<file path="src/rtl/gaussian_writer.sv">
`default_nettype none
// ============================================================================
// Module   : gaussian_writer
// Brief    : Output stage of the gaussian filter datapath. Drops row-buffer
//            warm-up beats, buffers result beats in a FIFO and issues them as
//            addressed line writes on a valid/ready channel.
// Options  : GAUSSIAN_WRITER_STALL_CNT_EN adds the stall_cycles counter port.
// Revision : 1.0 - initial release
// ============================================================================
module gaussian_writer #(
  parameter int DATA_W       = 128,
  parameter int ADDR_W       = 42,
  parameter int FIFO_DEPTH   = 16,
  parameter int AFULL_THRESH = 12,
  parameter int SKIP_W       = 16
) (
  input  logic              clk,
  input  logic              rst,
  input  logic              start,
  input  logic [ADDR_W-1:0] base_addr,
  input  logic [31:0]       num_lines,
  input  logic [SKIP_W-1:0] skip_lines,
  input  logic              in_valid,
  input  logic [DATA_W-1:0] in_data,
  output logic              in_afull,
  output logic              wr_valid,
  output logic [ADDR_W-1:0] wr_addr,
  output logic [DATA_W-1:0] wr_data,
  input  logic              wr_ready,
  output logic              busy,
  output logic              done,
  output logic              overflow
`ifdef GAUSSIAN_WRITER_STALL_CNT_EN
  ,
  output logic [31:0]       stall_cycles
`endif
);

  localparam int                 c_PTR_W    = $clog2(FIFO_DEPTH);
  localparam logic [c_PTR_W:0]   c_DEPTH    = (c_PTR_W+1)'(FIFO_DEPTH);
  localparam logic [c_PTR_W:0]   c_AFULL    = (c_PTR_W+1)'(AFULL_THRESH);
  localparam logic [c_PTR_W:0]   c_CNT_ONE  = (c_PTR_W+1)'(1);
  localparam logic [c_PTR_W-1:0] c_PTR_ONE  = c_PTR_W'(1);
  localparam logic [SKIP_W-1:0]  c_SKIP_ONE = SKIP_W'(1);
  localparam logic [ADDR_W-1:0]  c_ADDR_ONE = ADDR_W'(1);

  typedef enum logic [2:0] {
    S_IDLE   = 3'd0,
    S_SKIP   = 3'd1,
    S_STREAM = 3'd2,
    S_DRAIN  = 3'd3,
    S_DONE   = 3'd4
  } state_t;

  state_t              r_state;
  state_t              w_state_nxt;

  logic [ADDR_W-1:0]   r_base;
  logic [31:0]         r_num;
  logic [SKIP_W-1:0]   r_skip;
  logic [SKIP_W-1:0]   r_skip_cnt;
  logic [31:0]         r_beat_cnt;
  logic [ADDR_W-1:0]   r_wr_idx;
  logic                r_overflow;

  logic [DATA_W-1:0]   r_mem [FIFO_DEPTH];
  logic [c_PTR_W-1:0]  r_wptr;
  logic [c_PTR_W-1:0]  r_rptr;
  logic [c_PTR_W:0]    r_count;

  logic w_start_ok;
  logic w_head_valid;
  logic w_pop;
  logic w_full;
  logic w_beat;
  logic w_push;
  logic w_drop;
  logic w_skip_beat;
  logic w_skip_last;
  logic w_stream_last;

  assign w_start_ok    = start && (r_state == S_IDLE);
  assign w_head_valid  = (r_count != '0);
  assign w_pop         = w_head_valid && wr_ready;
  assign w_full        = (r_count == c_DEPTH);
  assign w_beat        = in_valid && (r_state == S_STREAM);
  // A full FIFO still takes the beat if the head leaves on the same edge.
  assign w_push        = w_beat && (!w_full || w_pop);
  assign w_drop        = w_beat && w_full && !w_pop;
  assign w_skip_beat   = in_valid && (r_state == S_SKIP);
  assign w_skip_last   = w_skip_beat && (r_skip_cnt == (r_skip - c_SKIP_ONE));
  assign w_stream_last = w_beat && (r_beat_cnt == (r_num - 32'd1));

  // The head entry is the write request; zeroed when idle so outputs are clean.
  assign wr_valid = w_head_valid;
  assign wr_data  = w_head_valid ? r_mem[r_rptr] : '0;
  assign wr_addr  = w_head_valid ? (r_base + r_wr_idx) : '0;
  assign in_afull = (r_count >= c_AFULL);
  assign busy     = (r_state != S_IDLE);
  assign done     = (r_state == S_DONE);
  assign overflow = r_overflow;

  // State register.
  always_ff @(posedge clk or posedge rst) begin
    if (rst) r_state <= S_IDLE;
    else     r_state <= w_state_nxt;
  end

  // Next-state logic; zero-length phases are bypassed.
  always_comb begin
    w_state_nxt = r_state;
    case (r_state)
      S_IDLE: begin
        if (start) begin
          if (skip_lines != '0)     w_state_nxt = S_SKIP;
          else if (num_lines != '0) w_state_nxt = S_STREAM;
          else                      w_state_nxt = S_DRAIN;
        end
      end
      S_SKIP:   if (w_skip_last)   w_state_nxt = (r_num != '0) ? S_STREAM : S_DRAIN;
      S_STREAM: if (w_stream_last) w_state_nxt = S_DRAIN;
      S_DRAIN:  if (r_count == '0) w_state_nxt = S_DONE;
      S_DONE:   w_state_nxt = S_IDLE;
      default:  w_state_nxt = S_IDLE;
    endcase
  end

  // Job configuration, phase counters, write index and sticky overflow.
  always_ff @(posedge clk or posedge rst) begin
    if (rst) begin
      r_base     <= '0;
      r_num      <= '0;
      r_skip     <= '0;
      r_skip_cnt <= '0;
      r_beat_cnt <= '0;
      r_wr_idx   <= '0;
      r_overflow <= 1'b0;
    end else if (w_start_ok) begin
      r_base     <= base_addr;
      r_num      <= num_lines;
      r_skip     <= skip_lines;
      r_skip_cnt <= '0;
      r_beat_cnt <= '0;
      r_wr_idx   <= '0;
      r_overflow <= 1'b0;
    end else begin
      if (w_skip_beat) r_skip_cnt <= w_skip_last ? '0 : (r_skip_cnt + c_SKIP_ONE);
      // Dropped beats still advance the line count.
      if (w_beat)      r_beat_cnt <= r_beat_cnt + 32'd1;
      if (w_pop)       r_wr_idx   <= r_wr_idx + c_ADDR_ONE;
      if (w_drop)      r_overflow <= 1'b1;
    end
  end

  // FIFO pointers and occupancy.
  always_ff @(posedge clk or posedge rst) begin
    if (rst) begin
      r_wptr  <= '0;
      r_rptr  <= '0;
      r_count <= '0;
    end else begin
      if (w_push) r_wptr <= r_wptr + c_PTR_ONE;
      if (w_pop)  r_rptr <= r_rptr + c_PTR_ONE;
      case ({w_push, w_pop})
        2'b10:   r_count <= r_count + c_CNT_ONE;
        2'b01:   r_count <= r_count - c_CNT_ONE;
        default: r_count <= r_count;
      endcase
    end
  end

  // FIFO storage; contents are qualified by the occupancy so need no reset.
  always_ff @(posedge clk) begin
    if (w_push) r_mem[r_wptr] <= in_data;
  end

`ifdef GAUSSIAN_WRITER_STALL_CNT_EN
  logic [31:0] r_stall_cnt;
  assign stall_cycles = r_stall_cnt;

  // Saturating count of cycles where a write is offered but not taken.
  always_ff @(posedge clk or posedge rst) begin
    if (rst)                                               r_stall_cnt <= '0;
    else if (w_start_ok)                                   r_stall_cnt <= '0;
    else if (w_head_valid && !wr_ready && (r_stall_cnt != 32'hFFFF_FFFF))
                                                           r_stall_cnt <= r_stall_cnt + 32'd1;
  end
`endif

endmodule
`default_nettype wire
</file>
<file path="config.mk">
export PLATFORM = sky130hd
export DESIGN_NAME = gaussian_writer
export DESIGN_NICKNAME = d
export VERILOG_FILES = /design/src/rtl/gaussian_writer.sv
export SDC_FILE = /design/constraint.sdc
export NUM_CORES = 2
export LEC_CHECK = 0
export BUFFER_PORTS_ARGS = -buffer_cell sky130_fd_sc_hd__clkbuf_2
export CORE_MARGIN = 2
export CORE_UTILIZATION = 60
export DETAILED_ROUTE_END_ITERATION = 10
export PLACE_DENSITY = 0.78
export SETUP_SLACK_MARGIN = 0.05
export SYNTH_ARGS = -nofsm -noshare
export SYNTH_HDL_FRONTEND = slang
export SYNTH_SLANG_ARGS = --single-unit
</file>
<file path="constraint.sdc">
create_clock -name clk -period 17.3 [get_ports clk]
set_input_delay 2.595 -clock clk [delete_from_list [all_inputs] [get_ports clk]]
set_output_delay 2.595 -clock clk [all_outputs]
set_load 0.02 [all_outputs]
</file>
==> After elaboration in Yosys (flattened, before gate mapping) <==
Memory sizes are Yosys's and may differ from the RTL's.
Index checks and enable logic that the tools add are counted.
Widths: inputs -> output; s select.
{ "word_totals": {"reg_bits": 197, "latch_bits": 0, "ramBits": 2048, "rom_bits": 0, "in_bits": 223, "output_inout_bits": 175, "word_cells": 83, "memories": 1} }
{ "mem_list": {"columns": ["name", "depth", "word_bits", "read_ports", "rd_clocked_by_memory_dff", "write_ports", "line_no", "source"], "rows": [
  ["r_mem", 16, 128, 1, 0, 1, "66", "logic [DATA_W-1:0] r_mem [FIFO_DEPTH];"]
]} }
{ "classes": {"addsub": 10, "multipliers": 0, "div": 0, "n_lt_le_gt_ge": 1, "eq_ne": 13, "n_shift": 0, "muxes": 22, "bitwise": 0, "reduce_logical": 25} }
{ "ops": {"columns": ["cell", "count"], "rows": [
  ["$mux 128", 1],
  ["$mux 42", 3],
  ["$mux 32", 2],
  ["$reduce_bool 32->1", 2],
  ["$mux 16", 3],
  ["$add 42x1->42 const B", 1],
  ["$add 42x42->42", 1],
  ["$add 32x1->32 const B", 1],
  ["$eq 32x32->1", 1],
  ["$sub 32x1->32 const B", 1],
  ["$add 16x1->16 const B", 1],
  ["$eq 16x16->1", 1],
  ["$reduce_bool 16->1", 1],
  ["$sub 16x1->16 const B", 1],
  ["$mux 3", 4],
  ["$pmux 3 s4", 1],
  ["$pmux 5 s2", 1],
  ["$reduce_bool 2->1", 5],
  ["$logic_and 1x1->1", 9],
  ["$add 4x1->4 const B", 2],
  ["$ne 2x2->1 const B", 4],
  ["$eq 3x2->1 const B", 2],
  ["$mux 1", 6],
  ["$add 5x1->5 const B", 1],
  ["other kinds (15)", 16]
]} }

==> Depth between registers and ports, before layout <==
{ "depth": {"ltp_word": 6, "mapped_depth": 13, "mapped_depth_nobuf": 10} }

==> Worst setup path after synthesis <==
OpenSTA, ideal clock, no wires.
{ "synth_timing": {"path_kind": "input to register", "from": "in in_valid", "to": "mem r_mem[0][0], enable pin", "setup_ns": 0.502, "arrival_time_ns": 6.714, "required_ns": 16.798, "setup_slack_ns": 10.084, "stages": 6, "n_path_buf": 2, "path_cell_list": "nor4bb_1 -> buf_2 -> nor2b_1 -> clkbuf_1 -> nor3b_1 -> and2_1"} }
{ "synth_between": {"elab_chain_len": 4} }
{ "synth_rtl": {"columns": ["element", "line_no", "source"], "rows": [
  ["from (decl)", "23", "input logic in_valid,"],
  ["$logic_and 1x1->1", "86", "assign w_beat = in_valid && (r_state == S_STREAM);"],
  ["$logic_and 1x1->1", "88", "assign w_push = w_beat && (!w_full || w_pop);"],
  ["$mux 1", "174", "if (w_push) r_mem[r_wptr] <= in_data;"],
  ["$mux 1 (implied by the code)", "174", null],
  ["to (decl)", "66", null]
]} }
Every way passes these cells.

==> Worst setup path after layout <==
{ "layout_timing": {"from": "reg r_rptr[0]", "to": "out wr_data[84]"} }
{ "layout_between": {"elab_chain_len": 2} }
{ "layout_rtl": {"columns": ["element", "line_no", "source"], "rows": [
  ["from (decl)", "68", "logic [c_PTR_W-1:0] r_rptr;"],
  ["from (signal assigned)", "163", "if (w_pop) r_rptr <= r_rptr + c_PTR_ONE;"],
  ["$mem_v2 16x128", null, null],
  ["$mux 128", "96", "assign wr_data = w_head_valid ? r_mem[r_rptr] : '0;"],
  ["to (decl)", "28", "output logic [DATA_W-1:0] wr_data,"]
]} }
Every way passes these cells.

==> reports/summary.txt <==
OUTCOME
-------------------------------------------------------------------------------------------
Run status                                                                     complete, no violations

POWER AND IR DROP
-------------------------------------------------------------------------------------------
Part of the total power dissipated in the clock network                               0.290
Power spent charging and discharging nets                                           5220 uW
Total power density per cell area                                               163 nW/um^2
Sum of internal, switching and leakage power                                      16,600 uW
Portion of total power attributed to sequential cells                                 0.400
Peak VDD IR                                                                        0.152 mV
Leak                                                                              0.0344 uW
Cell internal pwr                                                                 11,400 uW
Switching share of total power                                                        0.315
Comb power frac                                                                       0.310

GLOBAL ROUTING
-------------------------------------------------------------------------------------------
Initial antenna violation count                                                          45
Largest net degree at the start of global routing                                       166
Total global routing overflow                                                             0
Met2 routing resource usage after global routing                                      0.489
Vias in the first global route                                                        48.7k
Global-route usage over all layers                                                    0.296
Global route hottest layer                                                             met2
Wire length of the first global-routing pass                                   328,000 microns
Met1 demand-to-capacity share in global routing                                       0.395
Fraction of met3 tracks used by global routing                                       0.0629

TIMING
-------------------------------------------------------------------------------------------
Hold Violations, Final                                                                    0
Unrepaired setup endpoints after global routing                                          no
Clk_skew                                                                            76.4 ps
Final count of pins violating max slew                                                    0
Final Critical Period                                                               8620 ps
Transition time at the pin with the least slew margin                               1190 ps
Total negative slack for setup checks                                                  0 ps
Highest achievable clock rate                                                     0.116 GHz
Period utilisation layout                                                             0.498
Tightest slew margin relative to the limit                                            0.207
Setup-violating endpoint count in the final report                                        0

WORST SETUP PATH
-------------------------------------------------------------------------------------------
Worst-path cell chain                                                          buf_4 > buf_4 > buf_4 > mux4_2 > mux4_2 > and2_1 > clkbuf_2
Worst Path Buf+Inv                                                                        4
Cell type of the slowest stage on the worst timing path                        sky130_fd_sc_hd__dfrtp_4
Required time worst endpoint                                                      14,700 ps
Crit path DAT                                                                       6030 ps
Crit path max fanout                                                                     50
Dominant delay contributor by cell family on the critical path                 buffers and inverters
Crit path launch type                                                              register
Highest cell delay on the worst timing path                                          950 ps
Library cell appearing most often on the critical path                         sky130_fd_sc_hd__buf_4
Crit. End Element                                                              primary output
Setup CP Type                                                                  register to primary output

FLOW RUN
-------------------------------------------------------------------------------------------
Number of violations of the max-capacitance limit                                         0

ROUTING
-------------------------------------------------------------------------------------------
Detail Route Antenna Nets                                                                 0
DRC                                                                                       0
Drt first pass iters                                                                      6
Post-detailed-routing wire length                                              224,000 microns
Via count                                                                             47.4k
Average routed wire per standard cell                                          30.8 microns
Per-cell via count in the routed design                                                6.53
Number of design-rule violations left by the first detailed-router iteration          5,276

LOGIC SYNTHESIS
-------------------------------------------------------------------------------------------
Async S/R FF share, synth                                                            0.0878
Summed instance area of the synthesized netlist                                90,500 sq um
Sequential-to-total area share from yosys stat                                        0.734
Per-instance average area after synthesis                                        19.8 sq um
Synthesized instance count                                                            4,575
Number of register bits inferred by synthesis                                         2,245
Number of flops mapped to enable cells by yosys                                       2,048
Count of distinct cell types in the synthesized netlist                                  79
Syn nets                                                                              4,854
Number of warnings reported in the yosys synthesis log                                    0
Leading register cell type out of synthesis                                    sky130_fd_sc_hd__edfxtp_1

PLACED DESIGN
-------------------------------------------------------------------------------------------
Post-DP HPWL                                                                   113,000 microns
Final estimated routing congestion in global placement                                0.907
Port-buffer cells                                                                       397

DIE
-------------------------------------------------------------------------------------------
Count of standard-cell rows                                                             142
Core area                                                                      150,000 sq um
Die area                                                                       154,000 sq um
I/O pin count                                                                           398
Initial standard-cell utilization of the core                                         0.604
Die Width                                                                       392 microns
Chip height                                                                     392 microns

LAYOUT
-------------------------------------------------------------------------------------------
Sequential cell area                                                           66,400 sq um
Growth of design area from synthesis to finish                                        12.8%
Layout filler cell count                                                              9,200
Area of combinational cells with multiple inputs                               23,100 sq um
Share of final-layout standard cells stronger than drive strength 1                   0.282
Count of nets after finishing                                                         5,312

HOLD PATH
-------------------------------------------------------------------------------------------
Classification of the worst-slack hold path                                    register to register

CLOCKING
-------------------------------------------------------------------------------------------
Post-CTS Setup Inserts                                                                    0
Bufs on Longest Clock Path                                                                3
CTS H-tree depth                                                                          4
CTS tree                                                                              built
Cell at the root of the clock tree                                             sky130_fd_sc_hd__clkbuf_16
CTS Sinks                                                                             2,245
Number of buffers inserted during clock tree synthesis                                  218
Resized cells post-CTS                                                                    0
Clk slew on worst S/H paths                                                           60 ps
Clock latency of the later-clocked register in the worst-skew pair                   860 ps
Hold buffer count at CTS                                                                  0

-- final cells by class --
cell class / instances / share of cell area
Tap cell: 2016 / 0.0247
Clock buffer: 273 / 0.0562
Sequential cell: 2245 / 0.651
Inverter: 37 / 0.00148
Timing Repair Buffer: 461 / 0.0247
Multi-Input combinational cell: 2070 / 0.226
Clock inverter: 133 / 0.0148
Antenna cell: 26 / 0.000638
-- power groups by stage --
stage	logic, uW	registers, uW	clock network (uW)
floorplan	3680	6580	0
global placement	5030	6720	0
detailed placement	5090	6740	0
CTS	5180	6640	4860
global route	5450	6680	5060
finish	5140	6640	4810
-- cell families (layout without fill, tap and decap cells) --
kind of cell / count (synthesis) / count (layout) / synth area share
flops: 2245 / 2245 / 0.734
simple gates: 925 / 925 / 0.0504
mux: 651 / 651 / 0.161
compound gates: 271 / 271 / 0.0197
buf+inv: 260 / 904 / 0.0111
xor+xnor: 167 / 167 / 0.0162
fa+ha+maj: 56 / 56 / 0.00791
other cells: 0 / 26 / 0
-- worst paths after layout --
path                       startpoint            to  slack (ps)  cells past startpoint
setup / recovery            r_rptr[0]   wr_data[84]        8680                      7
hold / removal             r_base[26]    r_base[26]         490                      2
setup reg to reg           r_state[0]  r_mem[1][87]       12270                      8
hold reg to reg            r_base[26]    r_base[26]         490                      2
max in group asynchronous         rst      overflow       14110                      3
min in group asynchronous         rst     r_wptr[0]        1750                      2
-- state kept, by name, indices dropped and copies added (netlist names) --
name,flops
overflow,1
r_rptr,4
r_num,32
r_wr_idx,42
r_count,5
r_beat_cnt,32
r_skip,16
r_skip_cnt,16
r_base,42
r_wptr,4
r_state,3
r_mem,2048
-- worst register-to-register path, cell delays in order, from the launching register on --
cell	delay (ps)
sky130_fd_sc_hd__dfrtp_1	490
sky130_fd_sc_hd__nor4bb_2	310
sky130_fd_sc_hd__buf_4	250
sky130_fd_sc_hd__nor2b_1	190
sky130_fd_sc_hd__buf_4	220
sky130_fd_sc_hd__nor3b_1	480
sky130_fd_sc_hd__and2_4	750
sky130_fd_sc_hd__buf_4	890
sky130_fd_sc_hd__buf_4	1030
-- synth_stat cells, types with 25 or more instances --
cell type | count | area, sq um
sky130_fd_sc_hd__inv_1 | 37 | 139
sky130_fd_sc_hd__xnor2_1 | 88 | 771
sky130_fd_sc_hd__a21oi_1 | 75 | 375
sky130_fd_sc_hd__nand3_1 | 59 | 295
sky130_fd_sc_hd__o21ai_0 | 57 | 285
sky130_fd_sc_hd__nand2_1 | 344 | 1290
sky130_fd_sc_hd__and3_1 | 28 | 175
sky130_fd_sc_hd__nor3_1 | 29 | 145
sky130_fd_sc_hd__and2_1 | 157 | 982
sky130_fd_sc_hd__buf_1 | 53 | 199
sky130_fd_sc_hd__nor2_1 | 152 | 571
sky130_fd_sc_hd__nor4_1 | 25 | 156
sky130_fd_sc_hd__edfxtp_1 | 2048 | 61500
sky130_fd_sc_hd__xor2_1 | 79 | 692
sky130_fd_sc_hd__mux4_2 | 640 | 14400
sky130_fd_sc_hd__clkbuf_1 | 159 | 597
sky130_fd_sc_hd__dfrtp_1 | 197 | 4930
sky130_fd_sc_hd__ha_1 | 54 | 676
sky130_fd_sc_hd__nand4_1 | 34 | 213
-- through the flow --
stage                     area [sq um]  hold WS (ps)   util  cells  setup slack, ps
after global placement           94700           465  0.632   6829             9300
after detailed placement         94700           471  0.632   6829             9200
after CTS                       102000           488  0.681   7235             8340
final                           102000           486  0.681   7261             8680
after global routing            102000           510  0.681   7255             8080
after floorplan                  90500           452      -   4575             9340
-- cells in the final DEF, fill, tap and decap left out, types with 22 or more instances in the layout --
cell type	instances
sky130_fd_sc_hd__clkbuf_1	49
sky130_fd_sc_hd__dfrtp_1	193
sky130_fd_sc_hd__buf_4	60
sky130_fd_sc_hd__and2_1	140
sky130_fd_sc_hd__a21oi_1	75
sky130_fd_sc_hd__ha_1	54
sky130_fd_sc_hd__clkinv_2	44
sky130_fd_sc_hd__nor4_1	25
sky130_fd_sc_hd__xnor2_1	88
sky130_fd_sc_hd__clkinv_1	40
sky130_fd_sc_hd__mux4_2	640
sky130_fd_sc_hd__clkbuf_16	219
sky130_fd_sc_hd__xor2_1	79
sky130_fd_sc_hd__diode_2	26
sky130_fd_sc_hd__a31oi_1	22
sky130_fd_sc_hd__nand2_1	344
sky130_fd_sc_hd__a21o_1	24
sky130_fd_sc_hd__nor3_1	29
sky130_fd_sc_hd__clkbuf_2	397
sky130_fd_sc_hd__nand3_1	59
sky130_fd_sc_hd__nor2_1	151
sky130_fd_sc_hd__inv_1	35
sky130_fd_sc_hd__and3_1	28
sky130_fd_sc_hd__bufinv_16	27
sky130_fd_sc_hd__o21ai_0	57
sky130_fd_sc_hd__nand4_1	34
sky130_fd_sc_hd__edfxtp_1	2048
-- layer usage --
metal	part of all wire	vias to the layer above
li1	-	19500
met1	0.37	24800
met2	0.51	2651
met3	0.091	411
met4	0.032	28
met5	0.00079	-
(Power assumes the default switching activity.)
